$ cat config.mk
export PLATFORM = sky130hd
export DESIGN_NAME = xoodyak_loader_flat
export DESIGN_NICKNAME = d
export VERILOG_FILES = /design/src/rtl/xoodyak_loader_pkg.sv /design/src/rtl/xoodyak_loader_if.sv /design/src/rtl/xoodyak_field_reg.sv /design/src/rtl/xoodyak_loader.sv /design/src/flat_wrapper.sv
export SDC_FILE = /design/constraint.sdc
export NUM_CORES = 1
export LEC_CHECK = 0
export CELL_PAD_IN_SITES_DETAIL_PLACEMENT = 1
export CELL_PAD_IN_SITES_GLOBAL_PLACEMENT = 2
export CORE_AREA = 2 2 295 297
export DETAILED_ROUTE_END_ITERATION = 8
export DIE_AREA = 0 0 297 299
export PLACE_DENSITY = 0.83
export SETUP_SLACK_MARGIN = 0.15
export SYNTH_ARGS = -nofsm -noshare
export SYNTH_HDL_FRONTEND = slang
export SYNTH_SLANG_ARGS = --single-unit
$ cat constraint.sdc
create_clock -name eph1 -period 44.6 [get_ports eph1]
set_input_delay 8.92 -clock eph1 [delete_from_list [all_inputs] [get_ports eph1]]
set_output_delay 8.92 -clock eph1 [all_outputs]
set_load 0.02 [all_outputs]
$ cat src/rtl/xoodyak_loader_pkg.sv
// Shared types and field geometry for the Xoodyak word-serial loader.
// Holds the loader FSM state enum, per-field word counts and field widths.
package xoodyak_pkg;

  localparam int LDR_WORD_W  = 32;
  localparam int LDR_CNT_W   = 3;

  localparam int KEY_WORDS   = 4;
  localparam int NONCE_WORDS = 4;
  localparam int AD_WORDS    = 4;
  localparam int TEXT_WORDS  = 6;
  localparam int TAG_WORDS   = 4;

  localparam int KEY_W   = KEY_WORDS   * LDR_WORD_W;
  localparam int NONCE_W = NONCE_WORDS * LDR_WORD_W;
  localparam int AD_W    = AD_WORDS    * LDR_WORD_W;
  localparam int TEXT_W  = TEXT_WORDS  * LDR_WORD_W;
  localparam int TAG_W   = TAG_WORDS   * LDR_WORD_W;

  typedef enum logic [2:0] {
    ST_IDLE,
    ST_LOAD_KEY,
    ST_LOAD_NONCE,
    ST_LOAD_AD,
    ST_LOAD_TEXT,
    ST_LOAD_TAG,
    ST_FIRE,
    ST_BUSY
  } loader_state_t;

  // Index of the final word of the field loaded in state s.
  function automatic logic [LDR_CNT_W-1:0] field_last(input loader_state_t s);
    logic [LDR_CNT_W-1:0] last;
    last = '0;
    case (s)
      ST_LOAD_KEY:   last = LDR_CNT_W'(KEY_WORDS - 1);
      ST_LOAD_NONCE: last = LDR_CNT_W'(NONCE_WORDS - 1);
      ST_LOAD_AD:    last = LDR_CNT_W'(AD_WORDS - 1);
      ST_LOAD_TEXT:  last = LDR_CNT_W'(TEXT_WORDS - 1);
      ST_LOAD_TAG:   last = LDR_CNT_W'(TAG_WORDS - 1);
      default:       last = '0;
    endcase
    return last;
  endfunction

endpackage

$ cat src/rtl/xoodyak_loader_if.sv
// Command and stream handshakes between a word producer and xoodyak_loader.
// The master drives commands and words; the slave (the loader) drives the readies.
interface xoodyak_loader_if;
  import xoodyak_pkg::*;

  logic                  cmd_valid;
  logic                  cmd_ready;
  logic                  cmd_opmode;
  logic                  cmd_keep_key;
  logic                  in_valid;
  logic                  in_ready;
  logic [LDR_WORD_W-1:0] in_data;

  modport master (
    output cmd_valid, cmd_opmode, cmd_keep_key, in_valid, in_data,
    input  cmd_ready, in_ready
  );

  modport slave (
    input  cmd_valid, cmd_opmode, cmd_keep_key, in_valid, in_data,
    output cmd_ready, in_ready
  );

endinterface

$ cat src/rtl/xoodyak_field_reg.sv
// Word-addressed wide register: word idx is written with wdata when we is high.
// Word 0 occupies the least significant WORD_W bits; unaddressed words hold.
module xoodyak_field_reg #(
  parameter int WORD_W = 32,
  parameter int WORDS  = 4,
  parameter int IDX_W  = 3
) (
  input  logic                    eph1,
  input  logic                    reset,
  input  logic                    we,
  input  logic [IDX_W-1:0]        idx,
  input  logic [WORD_W-1:0]       wdata,
  output logic [WORDS*WORD_W-1:0] q
);

  // NOTE: these operand registers are reset explicitly because the core
  // must see all-zero operands after reset; they are not RAM-like storage.
  always_ff @(posedge eph1 or posedge reset) begin
    if (reset) begin
      q <= '0;
    end else begin
      for (int k = 0; k < WORDS; k++) begin
        if (we && idx == IDX_W'(k)) begin
          q[k*WORD_W +: WORD_W] <= wdata;
        end
      end
    end
  end

endmodule

$ cat src/rtl/xoodyak_loader.sv
// Word-serial front end for xoodyak_build: assembles operands, pulses start, waits for done.
// Define XOODYAK_LOADER_KEYHOLD_EN to honour cmd_keep_key (skip key load, reuse held key).
module xoodyak_loader
  import xoodyak_pkg::*;
#(
  parameter int WORD_W = LDR_WORD_W
) (
  input  logic               eph1,
  input  logic               reset,
  xoodyak_loader_if.slave    bus,
  input  logic               core_done,
  output logic [KEY_W-1:0]   key,
  output logic [NONCE_W-1:0] nonce,
  output logic [AD_W-1:0]    assodata,
  output logic [TEXT_W-1:0]  textin,
  output logic [TAG_W-1:0]   verification_data,
  output logic               opmode,
  output logic               start,
  output logic               busy
);

  loader_state_t          state, state_nxt;
  logic [LDR_CNT_W-1:0]   cnt, cnt_nxt;
  logic                   opmode_q;
  logic                   load_st;
  logic                   cmd_accept;
  logic                   word_fire;
  logic                   last_word;
  logic                   keep_key_eff;

  assign load_st = (state == ST_LOAD_KEY)  || (state == ST_LOAD_NONCE) ||
                   (state == ST_LOAD_AD)   || (state == ST_LOAD_TEXT)  ||
                   (state == ST_LOAD_TAG);

  assign bus.cmd_ready = (state == ST_IDLE);
  assign bus.in_ready  = load_st;
  assign start         = (state == ST_FIRE);
  assign busy          = (state != ST_IDLE);
  assign opmode        = opmode_q;

  assign cmd_accept = bus.cmd_valid && (state == ST_IDLE);
  assign word_fire  = bus.in_valid && load_st;
  assign last_word  = word_fire && (cnt == field_last(state));

`ifdef XOODYAK_LOADER_KEYHOLD_EN
  assign keep_key_eff = bus.cmd_keep_key;
`else
  assign keep_key_eff = 1'b0;
`endif

  // NOTE: every always_comb output gets a default first, so no path infers a latch.
  always_comb begin
    state_nxt = state;
    unique case (state)
      ST_IDLE:       if (cmd_accept) state_nxt = keep_key_eff ? ST_LOAD_NONCE : ST_LOAD_KEY;
      ST_LOAD_KEY:   if (last_word)  state_nxt = ST_LOAD_NONCE;
      ST_LOAD_NONCE: if (last_word)  state_nxt = ST_LOAD_AD;
      ST_LOAD_AD:    if (last_word)  state_nxt = ST_LOAD_TEXT;
      ST_LOAD_TEXT:  if (last_word)  state_nxt = opmode_q ? ST_LOAD_TAG : ST_FIRE;
      ST_LOAD_TAG:   if (last_word)  state_nxt = ST_FIRE;
      // The core cannot finish in zero cycles, so done is not looked at in FIRE.
      ST_FIRE:                       state_nxt = ST_BUSY;
      ST_BUSY:       if (core_done)  state_nxt = ST_IDLE;
      default:                       state_nxt = ST_IDLE;
    endcase

    cnt_nxt = cnt;
    if (state_nxt != state) begin
      cnt_nxt = '0;
    end else if (word_fire) begin
      cnt_nxt = cnt + LDR_CNT_W'(1);
    end
  end

  // NOTE: sequential state uses non-blocking assignments so all registers
  // update together from the values sampled at the same edge.
  always_ff @(posedge eph1 or posedge reset) begin
    if (reset) begin
      state    <= ST_IDLE;
      cnt      <= '0;
      opmode_q <= 1'b0;
    end else begin
      state <= state_nxt;
      cnt   <= cnt_nxt;
      if (cmd_accept) begin
        opmode_q <= bus.cmd_opmode;
      end
    end
  end

  xoodyak_field_reg #(.WORD_W(WORD_W), .WORDS(KEY_WORDS), .IDX_W(LDR_CNT_W)) u_key (
    .eph1  (eph1),
    .reset (reset),
    .we    (word_fire && state == ST_LOAD_KEY),
    .idx   (cnt),
    .wdata (bus.in_data),
    .q     (key)
  );

  xoodyak_field_reg #(.WORD_W(WORD_W), .WORDS(NONCE_WORDS), .IDX_W(LDR_CNT_W)) u_nonce (
    .eph1  (eph1),
    .reset (reset),
    .we    (word_fire && state == ST_LOAD_NONCE),
    .idx   (cnt),
    .wdata (bus.in_data),
    .q     (nonce)
  );

  xoodyak_field_reg #(.WORD_W(WORD_W), .WORDS(AD_WORDS), .IDX_W(LDR_CNT_W)) u_ad (
    .eph1  (eph1),
    .reset (reset),
    .we    (word_fire && state == ST_LOAD_AD),
    .idx   (cnt),
    .wdata (bus.in_data),
    .q     (assodata)
  );

  xoodyak_field_reg #(.WORD_W(WORD_W), .WORDS(TEXT_WORDS), .IDX_W(LDR_CNT_W)) u_text (
    .eph1  (eph1),
    .reset (reset),
    .we    (word_fire && state == ST_LOAD_TEXT),
    .idx   (cnt),
    .wdata (bus.in_data),
    .q     (textin)
  );

  xoodyak_field_reg #(.WORD_W(WORD_W), .WORDS(TAG_WORDS), .IDX_W(LDR_CNT_W)) u_tag (
    .eph1  (eph1),
    .reset (reset),
    .we    (word_fire && state == ST_LOAD_TAG),
    .idx   (cnt),
    .wdata (bus.in_data),
    .q     (verification_data)
  );

endmodule

$ cat src/flat_wrapper.sv
// flat-port wrapper written by rule: the top's interface ports become plain ports
module xoodyak_loader_flat import xoodyak_pkg::*;
#(
  parameter int WORD_W = LDR_WORD_W
)
  (eph1, reset, core_done, key, nonce, assodata, textin, verification_data, opmode, start, busy, bus_cmd_valid, bus_cmd_opmode, bus_cmd_keep_key, bus_in_valid, bus_in_data, bus_cmd_ready, bus_in_ready);
  xoodyak_loader_if bus_i ();
  input  logic eph1;
  input  logic reset;
  input  logic core_done;
  output logic [KEY_W-1:0] key;
  output logic [NONCE_W-1:0] nonce;
  output logic [AD_W-1:0] assodata;
  output logic [TEXT_W-1:0] textin;
  output logic [TAG_W-1:0] verification_data;
  output logic opmode;
  output logic start;
  output logic busy;
  input wire logic [$bits(bus_i.cmd_valid)-1:0] bus_cmd_valid;
  input wire logic [$bits(bus_i.cmd_opmode)-1:0] bus_cmd_opmode;
  input wire logic [$bits(bus_i.cmd_keep_key)-1:0] bus_cmd_keep_key;
  input wire logic [$bits(bus_i.in_valid)-1:0] bus_in_valid;
  input wire logic [$bits(bus_i.in_data)-1:0] bus_in_data;
  output wire logic [$bits(bus_i.cmd_ready)-1:0] bus_cmd_ready;
  output wire logic [$bits(bus_i.in_ready)-1:0] bus_in_ready;
  assign bus_i.cmd_valid = bus_cmd_valid;
  assign bus_i.cmd_opmode = bus_cmd_opmode;
  assign bus_i.cmd_keep_key = bus_cmd_keep_key;
  assign bus_i.in_valid = bus_in_valid;
  assign bus_i.in_data = bus_in_data;
  assign bus_cmd_ready = bus_i.cmd_ready;
  assign bus_in_ready = bus_i.in_ready;
  xoodyak_loader #(.WORD_W(WORD_W)) u_core (.eph1(eph1), .reset(reset), .bus(bus_i), .core_done(core_done), .key(key), .nonce(nonce), .assodata(assodata), .textin(textin), .verification_data(verification_data), .opmode(opmode), .start(start), .busy(busy));
endmodule
==> run summary, run 1 <==
Worst slack, placed = 31.93 ns
Routed vias = 17200
Worst path bufs/invs = 5
Post-route design area = 38300 um2
Routed WL per cell = 26.2 um
Final Cycle Share = 0.266
Slew Limit Headroom = 0.0653
Vias in the first global route = 19000
Cell chain of the critical path = clkdlybuf4s50_1, inv_8, buf_4, buf_4, buf_4
Max-cap check violation count = 0
CTS resizes = 0
Hold Crit Class = flip-flop to flip-flop
Setup violators final = 0
Worst setup SP type = input port
DRT antenna net count = 0
Std cell rows = 108
Global-route wire length before repair = 136000 um
Placer Congestion = 0.800
Number of cells in the design after placement = 3445
Die area = 88800 um2
Layout area overhead = 41.0%
Antenna violations before repair = 5
Footprint of the multi-input gates = 8650 um2
Pins over their slew limit = 0
Total power divided by cell area = 71.6 nW/um2
Ys Warns = 0
Max incr delay on CP = 0.83 ns
Postcts setup bufs = 0
IO Count = 748
Fill count = 8565
Final setup margin = 32.75 ns
Status = completed
Number of synthesized flops with an enable pin = 0
Final wirelength = 93900 um
Area contributors post-synth = dfrtp_1, mux2_2, clkbuf_1
Clk slew on worst S/H paths = 0.06 ns
Worst-path fanout max = 116
Via density = 4.78
Port bufs = 746
Hpwl dp = 64600 um
Total CTS buffers = 79
Syn Nets = 1694
Layout Cells excl Fill = 3585
Critical path type = input port to async pin
Post-synth top area share = 0.655
Async SR Flop Fraction = 1.00
H-tree lvl count = 3
Core area = 85900 um2
Drt first pass iters = 4
CTS Hold Bufs = 0
Largest net degree at the start of global routing = 179
Syn Area/Cell = 16.5 um2
Arrival time worst endpoint = 12.54 ns
Final TNS setup = 0 ns
TritonCTS clock tree = built
Die H = 299 um
Post-Route Utilization = 0.446
Sink Count = 711
Worst vdd ir = 0.0000437 V
Area of the mapped netlist = 27200 um2
Worst-skew pair later-pin latency = 0.63 ns
Area leader, netlist = dfrtp_1
Maximum buffer depth of the clock tree = 3
CP max-delay cell = buf_4
GR Util All Layers = 0.207
Root buffer cell = clkbuf_16
Yosys reg bits = 711
Skew final = 0.0239 ns
Crit. End Element = async pin
Worst Max-Slew Pin Slew = 1.40 ns
Leak pwr = 17.6 nW
Final hold violation count = 0
Final min period = 11.85 ns
Drc violations = 0
Most frequent CP cell = buf_4
Synth Instances = 1650
Total grt overflow = 0
Synth unique cells = 47
Critical path's top delay family = buffers and inverters
DP Area = 35600 um2
Max frequency = 84.4 MHz
Nets = 2415
Starting DRT DRC Count = 740
Die Width = 297 um
Starting Density = 0.316
Share of cells above drive strength 1 = 0.365
Sequential share of the synthesized area = 0.655
RSZ-0062 raised after global routing = no
Register area = 17800 um2
Worst path required time = 45.29 ns
Dominant synthesized flop cell = dfrtp_1
placed cells by master, fill, tap and decap left out, types with 2 or more instances in the layout:
cell type,netlist,routed
clkinv_4,0,2
clkinv_16,0,3
inv_6,0,2
clkbuf_1,64,16
mux2_2,686,686
clkdlybuf4s50_1,0,744
dfrtp_1,711,711
ha_1,5,5
nand2_1,18,8
nor2_4,3,6
buf_4,18,31
nor2_1,7,4
buf_2,44,2
clkinv_2,0,11
nand3_1,3,3
clkbuf_16,0,79
nor2b_1,5,5
mux2_4,16,16
o21ai_0,4,4
a21oi_1,3,3
nor3_1,3,3
clkbuf_8,0,17
clkinvlp_4,0,2
nand3_2,2,2
mux2i_1,2,2
mux2_1,4,4
bufinv_16,0,5
and3_1,3,3
nand2_2,4,14
inv_1,8,7
state kept, by name, indices dropped and copies added, names as in the netlist:
register          cells
u_core.u_key.q      128
u_core.state          3
u_core.u_tag.q      128
u_core.u_nonce.q    128
u_core.cnt            3
u_core.u_text.q     192
u_core.opmode         1
u_core.u_ad.q       128
metal layers:
metal	share of wire	track usage
met3	0.070	0.0586
met5	0	0
met4	0.045	0.0964
met2	0.51	0.361
met1	0.38	0.236
area by class of cell:
type	count	area share
clock inverter	27	0.00997
inverter	8	0.000980
tap	1155	0.0377
timing repair buffer	778	0.201
antenna	1	0.0000653
multi-input combinational	793	0.226
clock buffer	112	0.0593
sequential	711	0.465
power by group:
group / total, mW / switching (mW) / internal [mW]
registers: 0.989 / 0.127 / 0.862
logic: 1.10 / 0.549 / 0.546
clock network: 0.658 / 0.271 / 0.387
total: 2.74 / 0.948 / 1.79
kinds of logic after synthesis:
logic type                 after synthesis  synth area share
DFF                                    711             0.655
muxes                                  708             0.296
buffers and inverters                  146            0.0280
AOI/OAI and AO/OA                       20           0.00548
xor gates and xnor gates                 2          0.000645
adders and majority gates                5           0.00230
and+or+nand+nor                         58            0.0128
synth_stat cells, drive strengths merged, types with 4 or more instances:
cell type / count
dfrtp: 711
mux2: 706
buf: 74
clkbuf: 64
nand2: 22
nor2: 10
inv: 8
ha: 5
nand3: 5
nor2b: 5
nor3: 4
o21ai: 4
path summary, 6_finish.rpt:
path / startpoint / end / slack [ns] / cells past startpoint
max: reset / u_core.u_text.q[111] / 32.75 / 5
min: u_core.u_text.q[185] / u_core.u_text.q[185] / 0.49 / 1
max reg2reg: u_core.state[0] / u_core.u_tag.q[69] / 41.74 / 4
min in group asynchronous: reset / u_core.u_text.q[123] / 8.88 / 2
max in group eph1: u_core.state[0] / bus_in_ready / 33.11 / 4
min reg2reg: u_core.u_text.q[185] / u_core.u_text.q[185] / 0.49 / 1
worst reg2reg max path, stage by stage (launching register included):
cell and delay (ns):
dfrtp_1 0.70, nand4b_1 0.51, nor2_4 0.57, buf_4 0.51, mux2_2 0.44
per-stage QoR:
stage | power [mW] | hold slack, ns
floorplan | 1.51 | 0.595
global placement | 2.06 | 0.477
detailed placement | 2.10 | 0.486
CTS | 2.78 | 0.497
global route | 2.86 | 0.512
finish | 2.74 | 0.489
No activity file was read; power rests on OpenSTA's default activity.
==> run 2, diff against run 1 <==
--- a/config.mk
+++ b/config.mk
@@ -7,10 +7,10 @@
 export LEC_CHECK = 0
 export CELL_PAD_IN_SITES_DETAIL_PLACEMENT = 1
 export CELL_PAD_IN_SITES_GLOBAL_PLACEMENT = 2
-export CORE_AREA = 2 2 295 297
+export CORE_MARGIN = 1.5
+export CORE_UTILIZATION = 33
 export DETAILED_ROUTE_END_ITERATION = 8
-export DIE_AREA = 0 0 297 299
-export PLACE_DENSITY = 0.83
+export PLACE_DENSITY = 0.85
 export SETUP_SLACK_MARGIN = 0.15
 export SYNTH_ARGS = -nofsm -noshare
 export SYNTH_HDL_FRONTEND = slang
==> constraint.sdc (replaced) <==
create_clock -name eph1 -period 12.1 [get_ports eph1]
set_input_delay 2.42 -clock eph1 [delete_from_list [all_inputs] [get_ports eph1]]
set_output_delay 2.42 -clock eph1 [all_outputs]
set_load 0.02 [all_outputs]
==> run summary, run 2 (same netlist as run 1, synthesis figures left out) <==
Routed WL per cell = 26.7 um (+1.9%)
Sink Count = 711 (unchanged)
Final TNS setup = 0 ns (unchanged)
Critical path type = flip-flop to output port
Placer Congestion = 0.783 (-2.1%)
Starting Density = 0.332 (+0.0163)
Root buffer cell = clkbuf_16
Layout area overhead = 40.7%
Slew Limit Headroom = 0.116 (+0.0503)
Number of cells in the design after placement = 3356 (-2.6%)
Worst path required time = 9.68 ns (-35.61 ns)
Final min period = 5.02 ns
Skew final = 0.0466 ns (+0.0227 ns)
Hold Crit Class = flip-flop to flip-flop
Max frequency = 199 MHz
CTS resizes = 0 (unchanged)
TritonCTS clock tree = built
Std cell rows = 105 (-2.8%)
Port bufs = 746 (unchanged)
Core area = 81700 um2 (-4.9%)
Antenna violations before repair = 5 (unchanged)
Largest register FFs = 192 (unchanged)
Most frequent cells in the layout = clkdlybuf4s50_1, dfrtp_1, mux2_2
GR Util All Layers = 0.221 (+0.0134)
Register area = 17800 um2 (unchanged)
Crit. End Element = output port
Max incr delay on CP = 0.71 ns (-0.12 ns)
Ant diodes = 0 (-1)
Commonest non-fill, non-tap cell in the layout = clkdlybuf4s50_1
Nets = 2412 (-0.12%)
Vias in the first global route = 19100 (+0.31%)
Footprint of the multi-input gates = 8650 um2 (unchanged)
Total CTS buffers = 80 (+1.3%)
CTS Hold Bufs = 0 (unchanged)
IO Count = 748 (unchanged)
Post-Route Utilization = 0.468 (+0.0221)
Largest net degree at the start of global routing = 137 (-23%)
Total grt overflow = 0 (unchanged)
Setup violators final = 0 (unchanged)
Postcts setup bufs = 0 (unchanged)
Total power divided by cell area = 266 nW/um2 (+270%)
Hold_ws = 0.501 ns (+0.0125 ns)
Final Cycle Share = 0.415
RSZ-0062 raised after global routing = no
Clk slew on worst S/H paths = 0.06 ns (about the same)
Die H = 290 um (-3.1%)
Layout Cells excl Fill = 3502 (-2.3%)
Worst setup SP type = flip-flop
DRT antenna net count = 0 (unchanged)
Hpwl dp = 63900 um (-1.1%)
Die Width = 290 um (-2.4%)
Fill count = 8023 (-6.3%)
Starting DRT DRC Count = 556 (-25%)
Leak pwr = 17.6 nW (about the same)
Worst-skew pair later-pin latency = 0.63 ns (about the same)
CP max-delay cell = clkdlybuf4s50_1
Arrival time worst endpoint = 2.60 ns (-9.94 ns)
Worst-path fanout max = 20 (-83%)
Cell chain of the critical path = or3_1, inv_1, a21oi_1, clkdlybuf4s50_1
Routed vias = 17100 (-0.53%)
Worst vdd ir = 0.000147 V (+240%)
H-tree lvl count = 3 (unchanged)
Maximum buffer depth of the clock tree = 3 (unchanged)
Critical path's top delay family = buffers and inverters
Global-route wire length before repair = 137000 um (+0.66%)
Die area = 84000 um2 (-5.4%)
Worst Max-Slew Pin Slew = 1.32 ns (-0.0752 ns)
Drt first pass iters = 4 (unchanged)
Share of cells above drive strength 1 = 0.365 (-0.000450)
Top reg by flops = u_core.u_text.q
Final hold violation count = 0 (unchanged)
Worst path bufs/invs = 2 (-3)
Pins over their slew limit = 0 (unchanged)
Drc violations = 0 (unchanged)
Via density = 4.87 (+1.8%)
Status = completed
Max-cap check violation count = 0 (unchanged)
Final wirelength = 93500 um (-0.46%)
==> run 2: cell count changes in the layout (fill, tap and decap cells not counted) <==
cell / previous run / this run
buf_2: 2 / 3
bufinv_16: 5 / 4
clkbuf_1: 16 / 20
inv_6: 2 / 5
diode_2: 1 / 0
clkbuf_8: 17 / 18
clkbuf_16: 79 / 81
clkinv_4: 2 / 1
clkinv_2: 11 / 12
inv_8: 1 / 0
buf_4: 31 / 25
clkdlybuf4s50_1: 744 / 743
clkinv_8: 1 / 0
buf_12: 1 / 3
==> run 2: metrics by stage <==
step / instance area, um2 / total power, mW / worst slack, ns
after CTS: 38200 / 10.3 / 7.00
after floorplan: 27200 / 5.58 / -0.0558
after detailed placement: 35500 / 7.72 / 6.84
after global routing: 38200 / 10.6 / 6.89
final: 38200 / 10.1 / 7.08
after global placement: 35500 / 7.58 / 6.95
==> run 2: final cells by class <==
class,instances,share of cell area
Clock buffer,119,0.0615
Inverter,8,0.000884
Clock inverter,27,0.00917
Sequential cell,711,0.466
Tap cell,1070,0.0350
Multi-Input combinational cell,793,0.226
Timing Repair Buffer,774,0.201
==> run 2: worst register-to-register path: cells and delay by family (launching register included) <==
family,cells,cell delay [ns]
DFF,1,0.65
and+or+nand+nor,2,1.21
buffers and inverters,1,0.25
muxes,1,0.61
==> run 2: routing by layer <==
layer,up-vias,GRT usage,wire length (um)
met5,-,0,13
met4,2,0.103,4360
met3,193,0.0611,6320
met2,597,0.384,47200
met1,9062,0.252,35600
li1,7207,-,-
==> run 2: worst paths after layout <==
| check | start | endpoint | slack (ns) | cells after the start |
|---|---|---|---|---|
| min reg2reg | u_core.u_text.q[37] | u_core.u_text.q[37] | 0.50 | 1 |
| min in group asynchronous | reset | u_core.u_text.q[97] | 2.29 | 2 |
| max | u_core.state[0] | bus_in_ready | 7.08 | 4 |
| max reg2reg | u_core.state[1] | u_core.u_nonce.q[105] | 9.30 | 4 |
| min | u_core.u_text.q[37] | u_core.u_text.q[37] | 0.50 | 1 |
| max in group asynchronous | reset | u_core.u_tag.q[8] | 7.55 | 4 |
==> run 2: power breakdown <==
part / switching (mW) / total (mW) / internal, mW
clock: 1.02 / 2.47 / 1.45
sequential: 0.468 / 3.64 / 3.18
combinational: 2.03 / 4.04 / 2.01
total: 3.51 / 10.1 / 6.63
==> run 3, diff against run 2 <==
==> constraint.sdc (replaced) <==
create_clock -name eph1 -period 4.9 [get_ports eph1]
set_input_delay 0.98 -clock eph1 [delete_from_list [all_inputs] [get_ports eph1]]
set_output_delay 0.98 -clock eph1 [all_outputs]
set_load 0.02 [all_outputs]
==> run summary, run 3 (same netlist as run 1, synthesis figures left out) <==
Drt first pass iters = 4 (unchanged)
Worst-skew pair later-pin latency = 0.61 ns (-0.02 ns)
Worst vdd ir = 0.000386 V (+160%)
IO Count = 748 (unchanged)
Starting DRT DRC Count = 543 (-2.3%)
Setup violators final = 0 (unchanged)
NetSw = 8.58 mW (+140%)
Critical path type = flip-flop to output port
Share of cells above drive strength 1 = 0.364 (-0.00120)
Worst R2R Start = u_core.state[0]
Starting Density = 0.332 (unchanged)
Maximum buffer depth of the clock tree = 3 (unchanged)
Root buffer cell = clkbuf_16
CTS Hold Bufs = 0 (unchanged)
Worst Max-Slew Pin Slew = 1.34 ns (+0.0148 ns)
Port bufs = 746 (unchanged)
RSZ-0062 raised after global routing = no
Postcts setup bufs = 0 (unchanged)
Commonest non-fill, non-tap cell in the layout = clkdlybuf4s50_1
Die area = 84000 um2 (unchanged)
Drc violations = 0 (unchanged)
Max-cap check violation count = 0 (unchanged)
Final Cycle Share = 0.738
Largest net degree at the start of global routing = 112 (-18%)
CTS resizes = 0 (unchanged)
DP Area = 35700 um2 (+0.42%)
Worst r2r path cells = 5 (+1)
Worst R2R End = u_core.u_text.q[172]
Routed WL per cell = 27.1 um (+1.6%)
Worst path required time = 3.92 ns (-5.76 ns)
Total CTS buffers = 77 (-3.8%)
Core area = 81700 um2 (unchanged)
Post-route design area = 38100 um2 (-0.24%)
Max frequency = 277 MHz
Routed vias = 17300 (+1.1%)
TritonCTS clock tree = built
Hold_ws = 0.490 ns (-0.0114 ns)
Crit. End Element = output port
Placer Congestion = 0.782 (about the same)
Vias in the first global route = 19400 (+1.5%)
Worst slack, placed = 1.07 ns (-5.77 ns)
Final min period = 3.62 ns
Clk slew on worst S/H paths = 0.06 ns (about the same)
Internal power = 16.2 mW (+140%)
Global-route wire length before repair = 139000 um (+1.2%)
Total power divided by cell area = 649 nW/um2 (+140%)
Final TNS setup = 0 ns (unchanged)
DRT antenna net count = 0 (unchanged)
Sw frac = 0.347 (+0.000617)
Worst Hold Launch = u_core.u_text.q[185]
Die H = 290 um (unchanged)
GR Util All Layers = 0.224 (+0.00268)
Clock power frac = 0.231 (-0.012)
Total grt overflow = 0 (unchanged)
Final setup margin = 1.28 ns (-5.80 ns)
Layout area overhead = 40.4%
Leak pwr = 17.6 nW (-0.28%)
Logic pwr share = 0.404 (+0.006)
Worst setup SP type = flip-flop
Largest register FFs = 192 (unchanged)
Top reg by flops = u_core.u_text.q
Std cell rows = 105 (unchanged)
Pins over their slew limit = 0 (unchanged)
Slew Limit Headroom = 0.106 (-0.00992)
Sink Count = 711 (unchanged)
Arrival time worst endpoint = 2.64 ns (+0.04 ns)
Hpwl dp = 65200 um (+2.1%)
Final hold violation count = 0 (unchanged)
Seq pwr share = 0.365 (+0.006)
Status = completed
Worst Hold Path Cells = 1 (unchanged)
Skew final = 0.0216 ns (-0.0250 ns)
Die Width = 290 um (unchanged)
R2R setup slack = 1.97 ns (-7.33 ns)
Worst-path fanout max = 20 (unchanged)
Nets = 2419 (+0.29%)
Endpoint, Worst Hold = u_core.u_text.q[185]
Via density = 4.93 (+1.2%)
Hold Crit Class = flip-flop to flip-flop
Final wirelength = 95000 um (+1.6%)
H-tree lvl count = 3 (unchanged)
Antenna violations before repair = 3 (-2)
Most frequent cells in the layout = clkdlybuf4s50_1, dfrtp_1, mux2_2
run 3: layer usage:
metal / track usage / share of wire / vias up / routed length, um
met5: 0 / 0.00014 / - / 13
met4: 0.101 / 0.046 / 2 / 4340
met3: 0.0564 / 0.062 / 202 / 5880
met2: 0.395 / 0.51 / 601 / 48500
met1: 0.254 / 0.38 / 9233 / 36200
li1: - / - / 7217 / -
run 3: how the worst max path moves through the flow:
stage	startpoint	to	slack (ns)	depth (start not counted)
after floorplan	reset	u_core.cnt[0]	-5.82	1
after global placement	bus_in_valid	u_core.u_text.q[174]	1.10	5
after detailed placement	bus_in_valid	u_core.u_text.q[153]	1.07	5
after CTS	u_core.state[0]	bus_in_ready	1.23	4
after global routing	u_core.state[0]	bus_in_ready	1.15	4
final	u_core.state[0]	bus_in_ready	1.28	4
run 3: critical path, cell delays in order, from the launching register on:
cell,delay (ns)
dfrtp_1,0.69
or3_1,0.27
inv_1,0.12
a21oi_1,0.26
clkdlybuf4s50_1,0.70
run 3: area by class of cell:
class                           count  area [um2]
Timing Repair Buffer              784        7850
Fill cell                        7974       43600
Multi-Input combinational cell    793        8650
Clock inverter                     19         208
Sequential cell                   711       17800
Inverter                            8        33.8
Antenna cell                        1        2.50
Tap cell                         1070        1340
Clock buffer                      114        2250
run 3: power groups by stage:
stage	Combinational (mW)	Sequential (mW)	Clock, mW
CTS	10.1	9.03	5.86
finish	10.0	9.02	5.72
detailed placement	10.0	9.09	0
floorplan	2.50	11.3	0
global placement	9.83	8.90	0
global route	10.4	9.27	6.06
run 3: per-stage QoR:
stage,power (mW),instances,utilization
3_3_place_gp,18.7,3366,0.436
2_1_floorplan,13.8,1650,-
3_5_place_dp,19.1,3366,0.436
5_1_grt,25.7,3499,0.467
6_report,24.7,3500,0.467
4_1_cts,25.0,3499,0.467
